**config.mk**
```make
export PLATFORM = sky130hd
export DESIGN_NAME = branch_mux
export DESIGN_NICKNAME = d
export VERILOG_FILES = /design/src/rtl/branch_mux_pkg.sv /design/src/rtl/branch_mux_if.sv /design/src/rtl/branch_stats.sv /design/src/rtl/branch_mux.sv
export SDC_FILE = /design/constraint.sdc
export NUM_CORES = 1
export LEC_CHECK = 0
export BUFFER_PORTS_ARGS = -buffer_cell sky130_fd_sc_hd__clkbuf_2
export CAP_MARGIN = 10
export CORE_UTILIZATION = 40
export CTS_CLUSTER_DIAMETER = 60
export DETAILED_ROUTE_END_ITERATION = 10
export HOLD_SLACK_MARGIN = 0.03
export PLACE_DENSITY = 0.68
export SYNTH_ARGS = -nofsm -noshare
export SYNTH_HDL_FRONTEND = slang
export SYNTH_SLANG_ARGS = --single-unit
```
**constraint.sdc**
```tcl
create_clock -name clk -period 2 [get_ports clk]
set_input_delay 0.3 -clock clk [delete_from_list [all_inputs] [get_ports clk]]
set_output_delay 0.3 -clock clk [all_outputs]
set_load 0.02 [all_outputs]
```
**src/rtl/branch_mux_pkg.sv**
```systemverilog
// Shared CPU datapath package: datapath width and offset type
// used by the immediate decoder, branch offset select and PC adder.
package branch_mux_pkg;

   localparam int CPU_WIDTH = 16;
   localparam int CNT_WIDTH_DEF = 16;

   typedef logic [CPU_WIDTH-1:0] offset_t;

   function automatic logic is_backward(input offset_t off);
      return off[CPU_WIDTH-1];
   endfunction

endpackage

```
**src/rtl/branch_mux_if.sv**
```systemverilog
// Branch select bundle between the select stage and its statistics block.
interface branch_mux_if #(
   parameter int WIDTH     = 16,
   parameter int CNT_WIDTH = 16
);

   logic [WIDTH-1:0]     inst;
   logic                 sel;
   logic [CNT_WIDTH-1:0] taken_count;
   logic [WIDTH-1:0]     last_offset;
   logic                 last_backward;

   modport master (
      output inst,
      output sel,
      input  taken_count,
      input  last_offset,
      input  last_backward
   );

   modport slave (
      input  inst,
      input  sel,
      output taken_count,
      output last_offset,
      output last_backward
   );

endinterface

```
**src/rtl/branch_stats.sv**
```systemverilog
// Taken-branch statistics: wrapping taken counter, last taken offset
// and its sign bit, all cleared by a synchronous active-high reset.
module branch_stats #(
   parameter int WIDTH     = 16,
   parameter int CNT_WIDTH = 16
) (
   input  logic         clk,
   input  logic         rst,
   branch_mux_if.slave  bus
);

   logic [CNT_WIDTH-1:0] count_d;
   logic [CNT_WIDTH-1:0] count_q;
   logic [WIDTH-1:0]     offset_d;
   logic [WIDTH-1:0]     offset_q;

   always_comb begin
      count_d  = count_q;
      offset_d = offset_q;
      if (bus.sel) begin
         count_d  = count_q + 1'b1;
         offset_d = bus.inst;
      end
   end

   // Reset wins over a taken branch in the same cycle.
   always_ff @(posedge clk) begin
      if (rst) begin
         count_q  <= '0;
         offset_q <= '0;
      end else begin
         count_q  <= count_d;
         offset_q <= offset_d;
      end
   end

   assign bus.taken_count   = count_q;
   assign bus.last_offset   = offset_q;
   assign bus.last_backward = offset_q[WIDTH-1];

endmodule

```
**src/rtl/branch_mux.sv**
```systemverilog
// Branch offset select stage: passes the branch immediate to the PC
// adder when taken, zero otherwise, plus taken-branch statistics.
module branch_mux
   import branch_mux_pkg::*;
#(
   parameter int WIDTH     = CPU_WIDTH,
   parameter int CNT_WIDTH = CNT_WIDTH_DEF
) (
   input  logic                 clk,
   input  logic                 rst,
   input  logic [WIDTH-1:0]     Branch_Inst,
   input  logic                 Branch_Sel,
   output logic [WIDTH-1:0]     B_Mux_Out,
   output logic [CNT_WIDTH-1:0] Taken_Count,
   output logic [WIDTH-1:0]     Last_Offset,
   output logic                 Last_Backward
);

   branch_mux_if #(
      .WIDTH     (WIDTH),
      .CNT_WIDTH (CNT_WIDTH)
   ) stats_bus ();

   // Conditional select keeps X/Z on the offset visible downstream.
   assign B_Mux_Out = Branch_Sel ? Branch_Inst : '0;

   assign stats_bus.inst = Branch_Inst;
   assign stats_bus.sel  = Branch_Sel;

   branch_stats #(
      .WIDTH     (WIDTH),
      .CNT_WIDTH (CNT_WIDTH)
   ) u_stats (
      .clk (clk),
      .rst (rst),
      .bus (stats_bus.slave)
   );

   assign Taken_Count   = stats_bus.taken_count;
   assign Last_Offset   = stats_bus.last_offset;
   assign Last_Backward = stats_bus.last_backward;

endmodule

```
==> metrics.md <==
| Metric | Value |
|---|---|
| Clock Tree Buf Depth | 2 |
| DRT Wirelength | 2.88 mm |
| Delay of the slowest cell on the worst path | 0.52 ns |
| Post-layout net count | 243 |
| Setup Crit Path Kind | reg2reg |
| Top_reg_cell synth | sky130_fd_sc_hd__dfxtp_1 |
| Vias | 1260 |
| Distinct cell type count after synthesis | 28 |
| Final number of setup-violating endpoints | 0 |
| Number of buffers created by CTS | 5 |
| Detailed Place HPWL | 2.19 mm |
| Worst IR Drop VDD | 400 µV |
| Number of buffers added to fix hold violations after cts | 0 |
| Final routed DRC violation total | 0 |
| Share of synthesized cell area in and, or, nand and nor gates | 29.9% |
| Data required time of the worst path | 2.22 ns |
| Number of global-route vias before repair | 1115 |
| Horiz. Die Dim | 59.7 µm |
| Y dimension of the die | 59.7 µm |
| Share of the clock period used by the worst path | 76.4% |
| Final setup skew | 0.00619 ns |
| DR pass1 iterations | 4 |
| Dominant cell type by area after synthesis | sky130_fd_sc_hd__dfxtp_1 |
| Multiplexer fraction of the synthesized cell area | 3.29% |
| Result of the run | finished, final reports clean |
| Pin count of the biggest net entering global routing | 26 |
| Power density of the placed cells | 693 nW/µm² |
| Critical path data arrival time | 1.75 ns |
| Setup TNS | 0 ns |
| Final count of pins violating max slew | 0 |
| Core region area | 3100 µm² |
| RePlAce Congestion | 0.790 |
| Synth top area cells | sky130_fd_sc_hd__dfxtp_1 (48%), sky130_fd_sc_hd__nor2_1 (8.7%), sky130_fd_sc_hd__and2_1 (7.5%) |
| Worst-case reg-to-reg path depth | 5 |
| Fin. Hold Viols | 0 |
| Type of the tightest min-delay check | in2reg |
| Endpoint with the worst hold slack | u_stats.bus.last_offset[1]$_SDFFE_PP0P_ |
| Portion of the post-synthesis area used by sequential elements | 48.1% |
| Vias per cell | 4.70 |
| FF-to-FF End | u_stats.bus.taken_count[12]$_SDFFE_PP0P_ |
| Shortest clock period the worst path allows after layout | 1.53 ns |
| Area of combinational cells with multiple inputs | 646 µm² |
| TritonCTS clock tree | built |
| Clock insertion delay at the later pin of the skew report | 0.32 ns |
| Post-synth top area share | 48.1% |
| Count of filler cells inserted in the layout | 330 |
| Slowest cell on crit path | sky130_fd_sc_hd__or4_4 |
| Fraction of synthesized cell area in xor and xnor cells | 6.57% |
| Number of antenna violations at the first check in global routing | 0 |
| Cell-by-cell listing of the critical path | ha_1 -> inv_1 -> or4_4 -> xnor2_1 -> nor2b_1 |
| Buffer cell driving the clock tree root | sky130_fd_sc_hd__clkbuf_4 |
| CP Buf/Inv Count | 1 |
| Initial cell density of the core | 42.9% |
| Combined area of all synthesized cells | 1330 µm² |
| # placed instances | 260 |
| Static power due to leakage | 0.847 nW |
| Slew @ Worst Pin | 0.478 ns |
| Number of cell rows | 20 |
| Total track usage | 18.2% |
| Setup repair after global routing missed its margin | no |
| Start point of the worst min-delay path | Branch_Inst[1] |
| Maxcap violations | 0 |
| Reg2reg start | u_stats.bus.taken_count[0]$_SDFFE_PP0P_ |
| Avg WL per Cell | 10.7 µm |
| FFs w/ async S/R, synth | 0% |
| Proportion of layout cells with a drive suffix above 1 | 37.1% |
| Post-synth EDFFs | 0 |
| Cells after synthesis | 155 |
| Die ar. | 3570 µm² |
| Post-synthesis compound-gate area fraction | 7.79% |
| Syn Area/Cell | 8.60 µm² |
| Maximum fanout count along the critical path | 5 |
| Antenna fix cells | 0 |
| Area delta synth->final | 32.7% |
| Count of clock tree sinks | 32 |
| # H-tree levels | 2 |
| Cell family with most CP delay | simple AND/OR/NAND/NOR gates |
| Number of post-CTS setup repair buffers | 0 |
| Post-CTS Resized | 0 |
| Total I/O pin count | 68 |
| Number of input and output port buffers inserted | 67 |
| Synth Net Count | 175 |
| Main combinational cell family by area after synthesis | simple AND/OR/NAND/NOR gates |
| Total of warnings raised by yosys | 0 |
| Flip-flop and latch count after synthesis | 32 |
| Share of synthesized cell area in full adder, half adder and majority cells | 0.939% |
| Flop-to-flop setup slack | 0.47 ns |
| Sort of element at the start of the critical path | flop |
| Nature of the critical path endpoint | flop |
| Finished Layout Cells | 268 |
| Antenna Violating Nets Remaining | 0 |
| Clock slew at reported path FFs | 0.10 ns |
| First-pass GRT wire length | 4.81 mm |
| Hold Path Depth | 4 |
| Initial DRC count | 37 |
| Max frequency | 655 MHz |
| Max transition margin | 68.1% |
| Overall overflow remaining after global route | 0 |
| FF+latch area | 641 µm² |
## registers in the layout, indices dropped and copies added (netlist names)
name                     count
u_stats.bus.last_offset     16
u_stats.bus.taken_count     16
## through the flow
stage	utilization [%]	setup slack [ns]	cell area, µm²	total power [W]	hold WS [ns]
2_1_floorplan	-	0.268	1330	0.000802	0.588
3_3_place_gp	55.0	0.498	1710	0.000867	0.468
3_5_place_dp	55.0	0.465	1710	0.000868	0.477
4_1_cts	57.0	0.454	1770	0.00124	0.300
5_1_grt	57.0	0.371	1770	0.00130	0.321
6_report	57.0	0.473	1770	0.00122	0.313
## layout by cell type (no fill, tap or decap), drive strengths merged, types with 2 or more instances in the layout
master,count
nand2,5
nor2,31
inv,2
a21oi,18
clkbuf,73
dfxtp,32
clkinv,2
nand4,6
nor2b,4
buf,3
mux2,3
xor2,6
and2,16
nor3,3
nand3,5
and4,2
xnor2,4
## cells in the mapped netlist (all sizes together), types with 2 or more instances
| library cell | count |
|---|---|
| nor2b | 4 |
| a21oi | 18 |
| nand3 | 5 |
| xnor2 | 4 |
| nand4 | 6 |
| buf | 2 |
| and4 | 2 |
| xor2 | 6 |
| dfxtp | 32 |
| and2 | 16 |
| nor3 | 3 |
| inv | 2 |
| nand2 | 5 |
| clkbuf | 7 |
| mux2 | 3 |
| nor2 | 31 |
## power breakdown
| group | leakage [nW] | total, W | internal (W) | switching [W] |
|---|---|---|---|---|
| registers | 0.261 | 0.000673 | 0.000659 | 0.0000143 |
| clock network | 0.0380 | 0.000373 | 0.000167 | 0.000206 |
| logic | 0.548 | 0.000178 | 0.0000661 | 0.000112 |
## worst max-delay path by stage
| stage | start | end | slack [ns] | cells after the start |
|---|---|---|---|---|
| 2_1_floorplan | u_stats.bus.taken_count[0]$_SDFFE_PP0P_ | u_stats.bus.taken_count[12]$_SDFFE_PP0P_ | 0.27 | 5 |
| 3_3_place_gp | u_stats.bus.taken_count[3]$_SDFFE_PP0P_ | u_stats.bus.taken_count[12]$_SDFFE_PP0P_ | 0.50 | 4 |
| 3_5_place_dp | u_stats.bus.taken_count[0]$_SDFFE_PP0P_ | u_stats.bus.taken_count[12]$_SDFFE_PP0P_ | 0.47 | 5 |
| 4_1_cts | u_stats.bus.taken_count[0]$_SDFFE_PP0P_ | u_stats.bus.taken_count[12]$_SDFFE_PP0P_ | 0.45 | 5 |
| 5_1_grt | u_stats.bus.taken_count[3]$_SDFFE_PP0P_ | u_stats.bus.taken_count[13]$_SDFFE_PP0P_ | 0.37 | 4 |
| 6_report | u_stats.bus.taken_count[0]$_SDFFE_PP0P_ | u_stats.bus.taken_count[12]$_SDFFE_PP0P_ | 0.47 | 5 |
## kinds of logic after synthesis
| family | after synthesis |
|---|---|
| xor gates and xnor gates | 10 |
| and+or+nand+nor | 77 |
| adders and majority gates | 1 |
| AOI/OAI and AO/OA | 20 |
| DFF | 32 |
| muxes | 4 |
| buffers and inverters | 11 |
## worst min-delay path, stage by stage
cell                       delay [ns]
sky130_fd_sc_hd__clkbuf_2        0.07
sky130_fd_sc_hd__and2_1          0.13
sky130_fd_sc_hd__a21oi_1         0.04
sky130_fd_sc_hd__nor2_1          0.07
## final cells by class
class                      count  area share, %
timing repair buffer          70           20.2
clock buffer                   6           2.90
clock inverter                 2          0.566
sequential                    32           36.2
inverter                       2          0.425
tap                           44           3.11
multi-input combinational    112           36.5
## layer usage
layer | vias up | GRT usage (%) | wire [µm]
met3 | 4 | 6.49 | 133
met4 | 0 | 5.98 | 32
met5 | - | 0 | 0
met2 | 35 | 29.7 | 1370
met1 | 565 | 22.1 | 1340
li1 | 656 | - | -
Note: power is estimated with default switching activity, not from simulation.
